===== config.mk =====
export PLATFORM = sky130hd
export DESIGN_NAME = if_id_fetch_stage
export DESIGN_NICKNAME = d
export VERILOG_FILES = /design/src/rtl/if_id_fetch_stage.sv
export SDC_FILE = /design/constraint.sdc
export NUM_CORES = 1
export LEC_CHECK = 0
export BUFFER_PORTS_ARGS = -buffer_cell sky130_fd_sc_hd__buf_2
export CORE_MARGIN = 4
export CORE_UTILIZATION = 35
export DETAILED_ROUTE_END_ITERATION = 16
export GPL_ROUTABILITY_DRIVEN = 0
export GPL_TIMING_DRIVEN = 0
export PLACE_DENSITY = 0.57
export SLEW_MARGIN = 20
export SYNTH_ARGS = -nofsm -noshare
export SYNTH_HDL_FRONTEND = slang
export SYNTH_SLANG_ARGS = --single-unit

===== constraint.sdc =====
create_clock -name clock -period 7.19 [get_ports clock]
set_input_delay 1.7975 -clock clock [delete_from_list [all_inputs] [get_ports clock]]
set_output_delay 1.7975 -clock clock [all_outputs]
set_load 0.05 [all_outputs]

===== src/rtl/if_id_fetch_stage.sv =====
// if_id_fetch_stage
//   Instruction-fetch stage plus IF/ID pipeline register for the LEGv8 pipeline.
//   Owns the PC, presents it combinationally to instruction memory, and latches
//   the returned word together with its PC for the decode stage.
//
// Ports
//   clock             : rising-edge clock for all state
//   reset             : synchronous, active-low reset
//   stall             : hold PC and IF/ID this cycle (hazard unit)
//   branch_taken      : redirect PC to branch_target and flush IF/ID
//   branch_target     : redirect address (low two bits forced to zero)
//   im_data           : instruction word for im_address, same cycle
//   im_address        : current PC (combinational)
//   pc_plus4          : PC + 4, wraps modulo 2^64
//   if_id_pc          : PC of the instruction held in IF/ID
//   if_id_instruction : instruction held in IF/ID (opcode in [31:21])
//   if_id_valid       : IF/ID holds a real instruction rather than a bubble
//   misalign_fault    : sticky, set by a redirect with branch_target[1:0] != 0
//   fetch_count       : saturating count of valid loads into IF/ID
//   stall_count       : saturating count of stalled cycles
module if_id_fetch_stage #(
  parameter logic [63:0] RESET_PC    = 64'h0,
  parameter logic [31:0] NOP_INSTR   = 32'hD503201F,
  parameter int unsigned COUNT_WIDTH = 32
) (
  input  logic                   clock,
  input  logic                   reset,
  input  logic                   stall,
  input  logic                   branch_taken,
  input  logic [63:0]            branch_target,
  input  logic [31:0]            im_data,
  output logic [63:0]            im_address,
  output logic [63:0]            pc_plus4,
  output logic [63:0]            if_id_pc,
  output logic [31:0]            if_id_instruction,
  output logic                   if_id_valid,
  output logic                   misalign_fault,
  output logic [COUNT_WIDTH-1:0] fetch_count,
  output logic [COUNT_WIDTH-1:0] stall_count
);

  logic [63:0]            pc;
  logic [63:0]            pcNext4;
  logic [63:0]            ifIdPc;
  logic [31:0]            ifIdInstr;
  logic                   ifIdValid;
  logic                   misalignFlag;
  logic [COUNT_WIDTH-1:0] fetchCnt;
  logic [COUNT_WIDTH-1:0] stallCnt;

  always_comb begin
    pcNext4 = pc + 64'd4;
  end

  // Priority: reset > branch_taken > stall > normal fetch.
  always_ff @(posedge clock) begin
    if (!reset) begin
      pc           <= RESET_PC;
      ifIdPc       <= '0;
      ifIdInstr    <= NOP_INSTR;
      ifIdValid    <= 1'b0;
      misalignFlag <= 1'b0;
      fetchCnt     <= '0;
      stallCnt     <= '0;
    end else if (branch_taken) begin
      // Redirect wins over a simultaneous stall; ifIdPc keeps its old value.
      pc        <= {branch_target[63:2], 2'b00};
      ifIdInstr <= NOP_INSTR;
      ifIdValid <= 1'b0;
      if (branch_target[1:0] != 2'b00) begin
        misalignFlag <= 1'b1;
      end
    end else if (stall) begin
      if (stallCnt != '1) begin
        stallCnt <= stallCnt + COUNT_WIDTH'(1);
      end
    end else begin
      pc        <= pcNext4;
      ifIdPc    <= pc;
      ifIdInstr <= im_data;
      ifIdValid <= 1'b1;
      if (fetchCnt != '1) begin
        fetchCnt <= fetchCnt + COUNT_WIDTH'(1);
      end
    end
  end

  assign im_address        = pc;
  assign pc_plus4          = pcNext4;
  assign if_id_pc          = ifIdPc;
  assign if_id_instruction = ifIdInstr;
  assign if_id_valid       = ifIdValid;
  assign misalign_fault    = misalignFlag;
  assign fetch_count       = fetchCnt;
  assign stall_count       = stallCnt;

endmodule


# Word level (Yosys, flattened, before mapping)
# Index checks and enable logic that the tools add are counted.
dict set report totals {
  out_inout_bits 290
  latchBits 0
  word_cells 25
  ramBits 0
  reg_bits 226
  mem_bits_ro 0
  mem_count 0
  input_bits 100
}
dict set report op_classes {
  n_lt_le_gt_ge 0
  mux 2
  bitwise 3
  n_reduce_logical 6
  n_div 0
  add_sub_neg 3
  shift 0
  multipliers 0
  eq_ne 3
}
# cell count
set op_table {}
lappend op_table {{two-way mux 64 bit} 2}
lappend op_table {{adder 32 x 1 -> 32 bit, second input constant} 2}
lappend op_table {{adder 64 x 3 -> 64 bit, second input constant} 1}
lappend op_table {{inequality test 32 bit, second input constant} 2}
lappend op_table {{AND reduction 3 bit} 2}
lappend op_table {{AND reduction 2 bit} 2}
lappend op_table {{inverter 1 bit} 3}
lappend op_table {{inequality test 2 x 1 -> 1 bit, second input constant} 1}
lappend op_table {{nonzero test 2 bit} 1}
lappend op_table {{OR reduction 2 bit} 1}

# Logic depth before layout (Yosys ltp)
# Gate-level depths: netlist of run 1.
dict set report logic_depth {
  ltp_word 3
  ltp_mapped 8
  mapped_depth_nobuf 6
}

# Least setup slack after synthesis of run 1
# Ideal clock, no wire load.
dict set report synth_timing {
  kind {register to output}
  start {register pc[36], in the netlist im_address[36]}
  end {output pc_plus4[61]}
  arrival_ns 3.124
  t_required_ns 5.392
  n_path_buf 1
  path_stages_with_launch 7
  slack_ns 2.268
  path_cell_list {dfxtp_1 > buf_2 > nand2_1 > or4_1 > or4_1 > nor4_1 > xor2_1}
}
dict set report synth_via {
  elab_chain_len 1
}
# item line
set synth_lines {}
lappend synth_lines {{start, declared} 42} ;# logic [63:0] pc;
lappend synth_lines {{start signal, assigned} 67} ;# pc <= {branch_target[63:2], 2'b00};
lappend synth_lines {{start signal, assigned} 78} ;# pc <= pcNext4;
lappend synth_lines {{adder 64 x 3 -> 64 bit} 52} ;# pcNext4 = pc + 64'd4;
lappend synth_lines {{end, declared} 33} ;# output logic [63:0] pc_plus4,
# Every way passes these cells.

# Final worst setup path of run 1
dict set report layout_timing {
  start {register pc[2], in the netlist im_address[2]}
  end {output pc_plus4[62]}
}
# The elaborated chain is that of the path after synthesis.

==> results of run 1 <==
-- cell usage after synthesis (3+ instances only) --
cell                         n  area share
sky130_fd_sc_hd__buf_6       8      0.0080
sky130_fd_sc_hd__buf_1       8      0.0027
sky130_fd_sc_hd__clkbuf_1   80       0.027
sky130_fd_sc_hd__a31oi_1    23       0.013
sky130_fd_sc_hd__nand3_1    56       0.025
sky130_fd_sc_hd__a31o_2      3      0.0023
sky130_fd_sc_hd__nor3_1     30       0.013
sky130_fd_sc_hd__nand4_1    54       0.030
sky130_fd_sc_hd__o211ai_1    5      0.0033
sky130_fd_sc_hd__nor4b_1     3      0.0023
sky130_fd_sc_hd__buf_2      10      0.0044
sky130_fd_sc_hd__and2_1      7      0.0039
sky130_fd_sc_hd__buf_4      10      0.0066
sky130_fd_sc_hd__o21ai_0    88       0.039
sky130_fd_sc_hd__xor2_1     59       0.046
sky130_fd_sc_hd__a211oi_1    7      0.0046
sky130_fd_sc_hd__and3_1     14      0.0077
sky130_fd_sc_hd__nor2b_1     4      0.0022
sky130_fd_sc_hd__o31ai_1    21       0.014
sky130_fd_sc_hd__o311a_1     4      0.0035
sky130_fd_sc_hd__o21a_1      5      0.0033
sky130_fd_sc_hd__or2_2       4      0.0022
sky130_fd_sc_hd__o311ai_0    3      0.0023
sky130_fd_sc_hd__ha_1        3      0.0033
sky130_fd_sc_hd__or4_1      21       0.014
sky130_fd_sc_hd__xnor2_1    37       0.029
sky130_fd_sc_hd__o31a_1      4      0.0031
sky130_fd_sc_hd__a21oi_1   125       0.055
sky130_fd_sc_hd__or3_1      47       0.026
sky130_fd_sc_hd__nand2_1   217       0.072
sky130_fd_sc_hd__mux2i_1    45       0.040
sky130_fd_sc_hd__and4_1     16       0.012
sky130_fd_sc_hd__nor4_1     26       0.014
sky130_fd_sc_hd__nand2b_1   18       0.010
sky130_fd_sc_hd__dfxtp_1   222        0.39
sky130_fd_sc_hd__nor2_1     84       0.028
sky130_fd_sc_hd__inv_1      14      0.0046
-- final timing paths --
check	start	end	slack, ps	cells after the start
worst max-delay path	im_address[2]$_SDFFE_PN0N_	pc_plus4[62]	1300	7
worst min-delay path	misalign_fault$_SDFFE_PN0P_	misalign_fault$_SDFFE_PN0P_	450	2
worst max register to register	im_address[2]$_SDFFE_PN0N_	im_address[62]$_SDFFE_PN0N_	3770	6
worst min register to register	misalign_fault$_SDFFE_PN0P_	misalign_fault$_SDFFE_PN0P_	450	2
-- report_power, final --
group          internal (uW)  switching, uW  total [uW]
Sequential              1270           44.5        1320
Combinational            140            440         580
Clock                    803            560        1360
-- layout by cell type, fill, tap and decap left out, drive strengths merged, types with 5 or more instances in the layout --
cell    instances
a21oi         125
or3            47
inv            15
nor3           31
nor2           84
xnor2          37
or4            22
and2            7
nand3          56
o211ai          5
buf           418
nand2b         18
nor4           29
conb            6
nand4          56
dfxtp         222
clkbuf        119
and3           14
xor2           59
clkinv          7
mux2i          45
o31ai          21
nand2         219
a31oi          23
a211oi          7
o21ai          88
and4           17
o21a            5
-- final cells by class --
type | count | area (um^2) | area share
antenna | 4 | 10.0 | 0.000684
buffer | 118 | 566 | 0.0386
sequential | 222 | 4440 | 0.304
inverter | 17 | 63.8 | 0.00436
multi-input combinational | 1068 | 6270 | 0.428
clock buffer | 39 | 761 | 0.0520
clock inverter | 10 | 108 | 0.00735
timing repair buffer | 382 | 1910 | 0.131
tap | 402 | 503 | 0.0344
-- sequential cells by signal, indices dropped and copies added (netlist names) --
register,count
if_id_pc,62
im_address,62
fetch_count,32
if_id_instruction,32
stall_count,32
if_id_valid,1
misalign_fault,1
-- worst max-delay path, delay by kind of cell, from the launching register on --
family	cells	cell delay, ps
simple gates	4	2000
flops	1	630
fa+ha+maj	1	380
buf+inv	1	310
xor+xnor	1	230
-- cell families (layout without fill, tap and decap cells) --
family,Yosys count,in the layout,synth area share
compound gates,300,300,0.154
xor+xnor,96,96,0.0743
fa+ha+maj,3,3,0.00332
buf+inv,135,566,0.0556
flops,222,222,0.393
mux,45,45,0.0398
other cells,1,10,0.000332
simple gates,618,618,0.280
-- per-layer routing --
| layer | vias up | GRT usage |
|---|---|---|
| li1 | 5919 | - |
| met1 | 5828 | 0.327 |
| met2 | 514 | 0.411 |
| met3 | 92 | 0.0573 |
| met4 | 6 | 0.0946 |
| met5 | - | 0 |
-- metrics by stage --
step	util	worst slack [ps]	std cells	total power (uW)
after floorplan	-	2270	1425	1740
after global placement	0.433	1880	2209	1920
after detailed placement	0.434	1850	2209	1930
after CTS	0.461	1270	2258	3290
after global routing	0.461	1040	2261	3380
final	0.461	1300	2262	3260
==> results list, run 1 <==
- Startpoint class of the critical path: flop
- The worst hold path belongs to the class flop to flop.
* CP endpoint kind: primary output
* Maximum fanout along the worst path: 8
- In this run, synthesis inferred 0 flip-flops with an integrated enable.
- At the later pin of the worst-skew pair, clock insertion delay measures roughly 550 ps.
* Number of filler instances in the final layout: 3296
- The detailed router finished its first iteration with about 790 violations.
- Area growth from synthesis to layout: 29.4%
- The floorplan has 65 rows.
- Dominant synthesized flop cell: sky130_fd_sc_hd__dfxtp_1
* Vias after detailed routing: 12.4k
- Number of resized instances in the post-cts repair step: 0
- The total area inside the core boundary comes to 0.0317 mm^2.
- In this run the top signal layer used is met5.
- WL met2: about 22 mm
- Sum Neg Setup Slack: 0 ps
- Initial cell density of the core: 0.357
* Critical path arrival: 4090 ps
* Detailed Routing Iterations Pass 1: 5
- Maximum number of buffers from clock root to sink: 3
- Number of top-level design ports: 390
* Leakage power summed over all cells: 0.00604 uW
- Highest ir drop seen on vdd: 180 uV
- The die covers 0.0353 mm^2.
- In the detailed route, the total length drawn on met3 is 3.69 mm.
- Setup violations remaining at the end of the flow were counted as 0.
- The number of global-route vias before repair is 11.8k.
- Number of max-cap violations: 0
- Die H: 188 um
* Clock-pin slew reported for the worst setup and hold paths after clock tree synthesis: 60 ps
- Cell with the largest stage delay on the worst path: sky130_fd_sc_hd__nor3_1
- Post-detailed-route count of antenna-violating nets: 0
- During synthesis, Yosys emitted a total of 0 warnings.
* WL/cell: roughly 21 um
- Largest net degree at the start of global routing: 13
* Gr usage total: 0.252
* Number of H-tree levels: 1
- After synthesis, the mean cell area works out to 7.97 um^2.
- Worst EP required: 5390 ps
* RSZ-0062 raised after global routing: no
* CTS tree: yes
- Post-layout min period: around 5900 ps
- For this design, the CTS-stage hold fixing added 0 buffers.
* Placed wire-length estimate: about 36 mm
- In the synthesized netlist the async set-or-reset flop fraction comes to 0.
* Worst Clk Skew: 18.4 ps
- Final routed DRC violation total: 0
- Crit path largest cell delay: between 900 and 1000 ps
* Total of buffers placed on input and output ports: 382
* CTS Sinks: 222
- Synthesis handed over a netlist of 1420 instances.
* Critical path cell sequence: ha_1, nand4_1, nor3_1, nand4_1, nor4_1, xor2_1, buf_2
* Post-synthesis sequential area ratio: 0.393
- Fraction of layout cells with a size suffix above 1: 0.256
- Worst Max-Slew Pin Slew: 1100 ps
- Fin Hold WS: 446 ps
* Routed wire length: 47.1 mm
- Measured against its own limit, the worst slew margin works out to 0.259.
- Horiz. Die Dim: 188 um
* # Post-CTS Setup Buffers: 0
* Critical path class: flop to primary output
- Synthesis inferred 222 register bits.
- Timing would allow up to 0.170 GHz.
- Number of pins exceeding their max-slew limit in the final report: 0
- The synthesized netlist contains 63 unique library cells.
- With fillers left out, the area of the finished cells amounts to 0.0146 mm^2.
- CTS placed an instance of sky130_fd_sc_hd__clkbuf_16 at the clock tree root.
- Pwr dens: 223 mW/mm^2
* Final hold violations: 0
- The cell area that synthesis handed to floorplanning was 0.0113 mm^2.
- Total overflow reported by the global router: 0
- Antenna violations before repair: 7
- In this run the cell area measured after placement is roughly 0.014 mm^2.
- In the routed layout, each cell is associated on average with a via count of around 5.5.
- Num CTS Buffers: 27
- The flow ran to the end, and the final reports show no timing, DRC or antenna violations.
- The first global-routing pass estimated 70.7 mm of wire.
- Wire length the detailed router placed on met1: 20.0 mm
- In the final design database the tool counted 1939 nets.
- In the finished design, the share of the clock period the worst path needs comes to 0.819.
- Among the stages of the critical path, the cell type that occurs most often is sky130_fd_sc_hd__nand4_1.
Power figures use the tool's default switching activity.
==> run 2: changes to the inputs <==
--- a/config.mk
+++ b/config.mk
@@ -11,7 +11,7 @@
 export DETAILED_ROUTE_END_ITERATION = 16
 export GPL_ROUTABILITY_DRIVEN = 0
 export GPL_TIMING_DRIVEN = 0
-export PLACE_DENSITY = 0.57
+export PLACE_DENSITY = 0.6
 export SLEW_MARGIN = 20
 export SYNTH_ARGS = -nofsm -noshare
 export SYNTH_HDL_FRONTEND = slang
==> constraint.sdc (replaced) <==
create_clock -name clock -period 4.8 [get_ports clock]
set_input_delay 1.2 -clock clock [delete_from_list [all_inputs] [get_ports clock]]
set_output_delay 1.2 -clock clock [all_outputs]
set_load 0.05 [all_outputs]
==> run 2 against run 1 <==
Net effect: combinational power is 50% higher; register-to-register slack worse by 2000 ps; total power is 50% higher; critical path depth stayed put; count of clock-buffer cells in the layout is 2 lower; non-clock buffer count is 7 higher; sequential share of layout area is 0.20 points lower; routed wire length is 0.25% lower; core utilization is 0.32 points higher.
==> results list, run 2 (synthesized netlist as in run 1, its figures left out) <==
- Post-detailed-route count of antenna-violating nets: 0 (unchanged)
- Timing would allow up to 0.211 GHz.
- The wire length per cell was 20.8 um (-0.29%).
- FP Rows: 65 (unchanged)
* Maximum number of buffers from clock root to sink: 3 (unchanged)
- Number of pins exceeding their max-slew limit in the final report: 0 (unchanged)
- Final nets: 1945 (+0.31%)
- Relative to the synthesized area, the layout overhead comes to 30.3%.
* Number of H-tree levels: 1 (unchanged)
- First-pass GRT wire length: 71.3 mm (+0.90%)
* Number of global-route vias before repair: 12.0k (+2.0%)
- CTS Sinks: 222 (unchanged)
- The fraction of layout cells with a size suffix above 1 was 0.265 (+0.00819).
* Number of top-level design ports: 390 (unchanged)
* Final hold violations: 0 (unchanged)
* Largest net degree at the start of global routing: 14 (+1)
- Detailed Routing Iterations Pass 1: 5 (unchanged)
- TritonCTS built the clock tree.
* Gr usage total: 0.254 (+0.00157)
- Worst EP required: 3600 ps (-1790 ps)
- Starting DRC count in detailed routing: 782 (-1.5%)
* Maximum fanout along the worst path: 9 (+1)
- The count of placed standard cells in the final layout, fillers left out came to 2263 (+0.044%).
* Outcome: complete, no violations
* Clock latency on the worst-skew pair: 540 ps (about the same)
- The aggregate global routing overflow came to 0 (unchanged).
- Clock root cell: sky130_fd_sc_hd__clkbuf_16
- The number of antenna violations at the first check in global routing is 3 (-4).
- The path class of the tightest hold or removal check is flop to flop.
- In the finished design, the share of the clock period the worst path needs comes to 0.988.
- The hold buffer count at CTS came to 0 (unchanged).
* Leakage power summed over all cells: 0.00615 uW (+1.7%)
- The relative slew slack was 0.278 (+0.0192).
- Num CTS Buffers: 26 (-3.7%)
- The die area was 0.0353 mm^2 (unchanged).
* Critical path arrival: 3540 ps (-550 ps)
- RSZ-0062 raised after global routing: yes
* Clock-pin slew reported for the worst setup and hold paths after clock tree synthesis: 60 ps (about the same)
* CP endpoint kind: primary output
- The number of buffer cells added on primary ports is 382 (unchanged).
* Pwr dens: 331 mW/mm^2 (+49%)
* Post-layout min period: about 4700 ps
- Critical path class: flop to primary output
- The routed via count was 12.4k (+0.24%).
- The post-DP HPWL is 36.0 mm (+0.47%).
- Highest ir drop seen on vdd: 264 uV (+47%)
- Final routed DRC violation total: 0 (unchanged)
* Startpoint class of the critical path: flop
* Die H: 188 um (unchanged)
* Routed wire length: 47.0 mm (-0.25%)
- The measured slew at the worst slew-check pin was 1080 ps (-20.3 ps).
- Number of max-cap violations: 0 (unchanged)
* Core region area: 0.0317 mm^2 (unchanged)
* Total placed cells including tap cells: 2209 (unchanged)
- Number of endpoints failing setup at the final stage: 0 (unchanged)
- The final standard cell utilization of the core came to 0.465 (+0.00323).
- The library cells used most frequently in the layout, excluding fill and tap cells, are sky130_fd_sc_hd__buf_2, sky130_fd_sc_hd__dfxtp_1, sky130_fd_sc_hd__nand2_1, sky130_fd_sc_hd__a21oi_1, sky130_fd_sc_hd__o21ai_0.
* Worst Clk Skew: 14.3 ps (-4.03 ps)
- The initial core utilization came to 0.357 (unchanged).
* Horiz. Die Dim: 188 um (unchanged)
* Commonest non-fill, non-tap cell in the layout: sky130_fd_sc_hd__buf_2
* Via-to-Cell Ratio: 5.47 (+0.20%)
- Fin Hold WS: 451 ps (+4.85 ps)
## run 2: final cells by class
| cell class | instances | area (um^2) |
|---|---|---|
| fill | 3241 | 17000 |
| multi-input combinational | 1068 | 6320 |
| sequential | 222 | 4450 |
| timing repair buffer | 389 | 1960 |
| clock buffer | 37 | 793 |
| buffer | 118 | 567 |
| tap | 402 | 503 |
| clock inverter | 8 | 75.1 |
| inverter | 17 | 63.8 |
| antenna | 2 | 5.00 |
## run 2: critical path, stage by stage, from the launching register on
cell	delay [ps]
sky130_fd_sc_hd__dfxtp_1	330
sky130_fd_sc_hd__clkbuf_1	320
sky130_fd_sc_hd__nand4_1	250
sky130_fd_sc_hd__nor2_1	580
sky130_fd_sc_hd__nand4_1	640
sky130_fd_sc_hd__nor2_1	420
sky130_fd_sc_hd__xor2_1	180
sky130_fd_sc_hd__buf_2	280
## run 2: final timing paths
check	start	to	slack (ps)	cells past startpoint
max reg2reg	im_address[4]$_SDFFE_PN0N_	im_address[59]$_SDFFE_PN0N_	1810	6
max	im_address[4]$_SDFFE_PN0N_	pc_plus4[51]	60	7
min	if_id_pc[31]$_SDFFE_PN0P_	if_id_pc[31]$_SDFFE_PN0P_	450	2
min reg2reg	if_id_pc[31]$_SDFFE_PN0P_	if_id_pc[31]$_SDFFE_PN0P_	450	2
## run 2: where the power goes
group / leakage, uW / internal [uW] / switching (uW)
clock network: 0.000437 / 1200 / 833
registers: 0.00181 / 1910 / 67.8
logic: 0.00390 / 210 / 661
total: 0.00615 / 3320 / 1560
## run 2: stage by stage
step                      total power [uW]  setup TNS [ps]  cell area (um^2)  setup WS (ps)
final                                 4880               0             14700           58.6
after global routing                  5050           -65.9             14700          -65.9
after CTS                             4910               0             14700           15.0
after detailed placement              2880               0             13800           26.3
after global placement                2880               0             13700           18.8
after floorplan                       2610               0             11300            476
## run 2: routing by layer
metal | global-route usage | wire length [um] | vias up
met5 | 0 | 12 | -
met4 | 0.0757 | 1570 | 2
met3 | 0.0557 | 3550 | 82
met2 | 0.430 | 21900 | 512
met1 | 0.325 | 20000 | 5879
li1 | - | - | 5914
## run 2: what timing repair did
item,CTS,global route
resized for setup,6,4
hold endpoints to repair,0,0
buffers inserted,0,7
setup endpoints to repair,17,15
pin swaps,0,3
==> run 3: changes to the inputs <==
--- a/config.mk
+++ b/config.mk
@@ -8,10 +8,12 @@
 export BUFFER_PORTS_ARGS = -buffer_cell sky130_fd_sc_hd__buf_2
 export CORE_MARGIN = 4
 export CORE_UTILIZATION = 35
+export CTS_CLUSTER_SIZE = 25
 export DETAILED_ROUTE_END_ITERATION = 16
 export GPL_ROUTABILITY_DRIVEN = 0
 export GPL_TIMING_DRIVEN = 0
 export PLACE_DENSITY = 0.6
+export REMOVE_ABC_BUFFERS = 1
 export SLEW_MARGIN = 20
 export SYNTH_ARGS = -nofsm -noshare
 export SYNTH_HDL_FRONTEND = slang
==> run 3 against run 2 <==
Net effect: clock power about the same; die area unchanged; via count decreased by 5.5%; global-route usage decreased by 3.1 points; worst hold slack got worse by 1.7 ps; combinational power decreased by 12%; critical path depth unchanged; cell count decreased by 4.9%; core utilization decreased by 1.2 points; sequential share of layout area increased by 0.82 points.
==> results list, run 3 (synthesized netlist as in run 1, its figures left out) <==
- Setup repair after global routing left no endpoint under its margin.
- The final non-filler cell area is 0.0144 mm^2 (-2.6%).
- The final count of pins violating max slew came to 0 (unchanged).
- Maximum fanout along the worst path: 13 (+4)
- Fraction of layout cells with a size suffix above 1: 0.267 (+0.00224)
* Clock-pin slew reported for the worst setup and hold paths after clock tree synthesis: 60 ps (about the same)
* Critical path class: flop to primary output
- Placed wire-length estimate: 30.2 mm (-16%)
* Final routed DRC violation total: 0 (unchanged)
* Number of max-cap violations: 0 (unchanged)
- Leakage power summed over all cells: 0.00594 uW (-3.3%)
- Highest ir drop seen on vdd: 255 uV (-3.4%)
- In this run the worst hold path is classified as flop to flop.
* Final core occ: 0.452 (-0.0122)
- Worst r2r src: im_address[2]$_SDFFE_PN0N_
- The I/O pin count is 390 (unchanged).
- Cell with the largest stage delay on the worst path: sky130_fd_sc_hd__or4_4
- Clock latency on the worst-skew pair: 540 ps (about the same)
* Slack of the worst reg-to-reg path: 1720 ps (-90 ps)
- Worst path buffer plus inverter count: 1 (-1)
- The worst setup path is captured at a primary output.
- The wire length per cell came to 19.4 um (-6.6%).
- The largest net degree at the start of global routing was 108 (+94).
- The library cell used most frequently in the layout, excluding fill and tap cells, is sky130_fd_sc_hd__buf_2.
- Outcome: complete, no violations
- Max transition margin: 0.270 (-0.00777)
- Clock network fraction of design power: 0.421 (+0.004)
- The top cell types in the final layout, fill and taps aside, are sky130_fd_sc_hd__buf_2, sky130_fd_sc_hd__dfxtp_1, sky130_fd_sc_hd__nand2_1, sky130_fd_sc_hd__a21oi_1, sky130_fd_sc_hd__o21ai_0.
- Total power: 4820 uW (-1.2%)
- The final setup violation count came to 0 (unchanged).
- Total of buffers placed on input and output ports: 383 (+0.26%)
* Antenna violations before repair: 4 (+1)
- The critical path goes through ha_1, and4_1, nand3_1, or4_4, nor2_1, xor2_1, buf_2.
* Final hold violations: 0 (unchanged)
- Die area: 0.0353 mm^2 (unchanged)
- The critical path ends at pc_plus4[54].
* Num CTS Buffers: 27 (+3.8%)
* Post-layout min period: 4640 ps (-96.6 ps)
- The die width is 188 um (unchanged).
- The CTS sink count is 222 (unchanged).
- The most critical setup path has its startpoint at im_address[2]$_SDFFE_PN0N_.
- The delay of the slowest cell on the worst path came to 610 ps (-30 ps).
- The instance count on the critical path was 7 (unchanged).
- Gr usage total: 0.223 (-0.0309)
- Final nets: 1834 (-5.7%)
- The number of violations reported at the end of detailed-routing iteration 0 was 565 (-28%).
- Core region area: 0.0317 mm^2 (unchanged)
- Number of cell instances on the worst register-to-register path: 6 (unchanged)
- The layout filler cell count came to 3284 (+1.3%).
* Post-detailed-route count of antenna-violating nets: 0 (unchanged)
- The placed standard-cell area came to 0.0134 mm^2 (-2.4%).
- Worst Max-Slew Pin Slew: 1080 ps (+1.65 ps)
- The routed via count was 11.7k (-5.5%).
- Sum Neg Setup Slack: 0 ps (unchanged)
* Pwr dens: 336 mW/mm^2 (+1.5%)
* Sequential cell fraction of total power: 0.420 (+0.015)
- Worst EP required: 3600 ps (about the same)
* Total overflow reported by the global router: 0 (unchanged)
* End of the worst register-to-register path: im_address[38]$_SDFFE_PN0N_
- The total wirelength of the detailed-routed design is 41.7 mm (-11%).
* Final critical-path share of the clock period: 0.968 (-0.0201)
- The worst hold path stage count was 2 (unchanged).
- Area growth from synthesis to layout: 26.9%
- The site row count is 65 (unchanged).
- The number of search-and-repair iterations in the first detailed-routing pass is 5 (unchanged).
- In this design, the largest share of critical-path delay is due to simple AND/OR/NAND/NOR gates.
- The switching power total was 1480 uW (-4.9%).
* Logic gate share of total power: 0.160 (-0.019)
- The highest clock frequency the design can meet came to 0.215 GHz (+2.1%).
- Critical path arrival: 3440 ps (-100 ps)
* Die H: 188 um (unchanged)
- Startpoint class of the critical path: flop
- The proportion of total power due to net switching was 0.308 (-0.0121).
- First-pass GRT wire length: 64.4 mm (-9.7%)
* Via-to-Cell Ratio: 5.44 (-0.61%)
- The tree is rooted in a sky130_fd_sc_hd__clkbuf_16.
- Worst Clk Skew: 18.5 ps (+4.19 ps)
- The number of global-route vias before repair came to 11.2k (-6.5%).
- Maximum number of buffers from clock root to sink: 3 (unchanged)
* Power Internal: 3330 uW (+0.59%)
- The number of H-tree levels came to 1 (unchanged).
- The initial core utilization is 0.357 (unchanged).
- CTS tree: yes
run 3: worst min path at each step:
stage | end | start
finish | if_id_pc[51]$_SDFFE_PN0P_ | if_id_pc[51]$_SDFFE_PN0P_
global route | if_id_pc[49]$_SDFFE_PN0P_ | if_id_pc[49]$_SDFFE_PN0P_
CTS | if_id_pc[29]$_SDFFE_PN0P_ | if_id_pc[29]$_SDFFE_PN0P_
detailed placement | if_id_pc[29]$_SDFFE_PN0P_ | if_id_pc[29]$_SDFFE_PN0P_
global placement | if_id_pc[51]$_SDFFE_PN0P_ | if_id_pc[51]$_SDFFE_PN0P_
floorplan | misalign_fault$_SDFFE_PN0P_ | misalign_fault$_SDFFE_PN0P_
run 3: layout make-up:
class | count | area [um^2] | area share
sequential | 222 | 4450 | 0.310
multi-input combinational | 1068 | 6340 | 0.442
inverter | 17 | 73.8 | 0.00514
tap | 402 | 503 | 0.0351
clock inverter | 2 | 60.1 | 0.00419
timing repair buffer | 395 | 2110 | 0.147
clock buffer | 42 | 802 | 0.0559
antenna | 4 | 10.0 | 0.000698
run 3: through the flow:
step / hold WS (ps) / setup WS (ps) / cells
2_1_floorplan: 663 / -169 / 1307
3_3_place_gp: 438 / -3660 / 2092
3_5_place_dp: 443 / -65.3 / 2102
4_1_cts: 451 / 10.7 / 2146
5_1_grt: 466 / 16.4 / 2149
6_report: 450 / 155 / 2152
run 3: repair_timing:
action | in CTS | in global routing
resized for setup | 3 | 3
pin swaps | 0 | 2
setup endpoints to repair | 15 | 12
hold buffers | 0 | 0
setup buffers | 0 | 2
run 3: power groups by stage:
stage          logic [uW]  registers [uW]  clock network (uW)
6_report              769            2020                2030
5_1_grt               815            2030                2150
4_1_cts               776            2020                2090
3_5_place_dp          773            2060                   0
3_3_place_gp          759            2060                   0
2_1_floorplan         310            2240                   0
run 3: metal layers:
metal | track usage | wire (um) | vias to the layer above
met2 | 0.382 | 19700 | 394
met3 | 0.0581 | 3150 | 56
met5 | 0 | 23 | -
met1 | 0.283 | 17800 | 5546
met4 | 0.0500 | 995 | 4
li1 | - | - | 5710
run 3: tightest hold or removal path, cell delays in order (launching register included):
cell                      delay (ps)
sky130_fd_sc_hd__dfxtp_1         300
sky130_fd_sc_hd__nand2_1          50
sky130_fd_sc_hd__a21oi_1          50
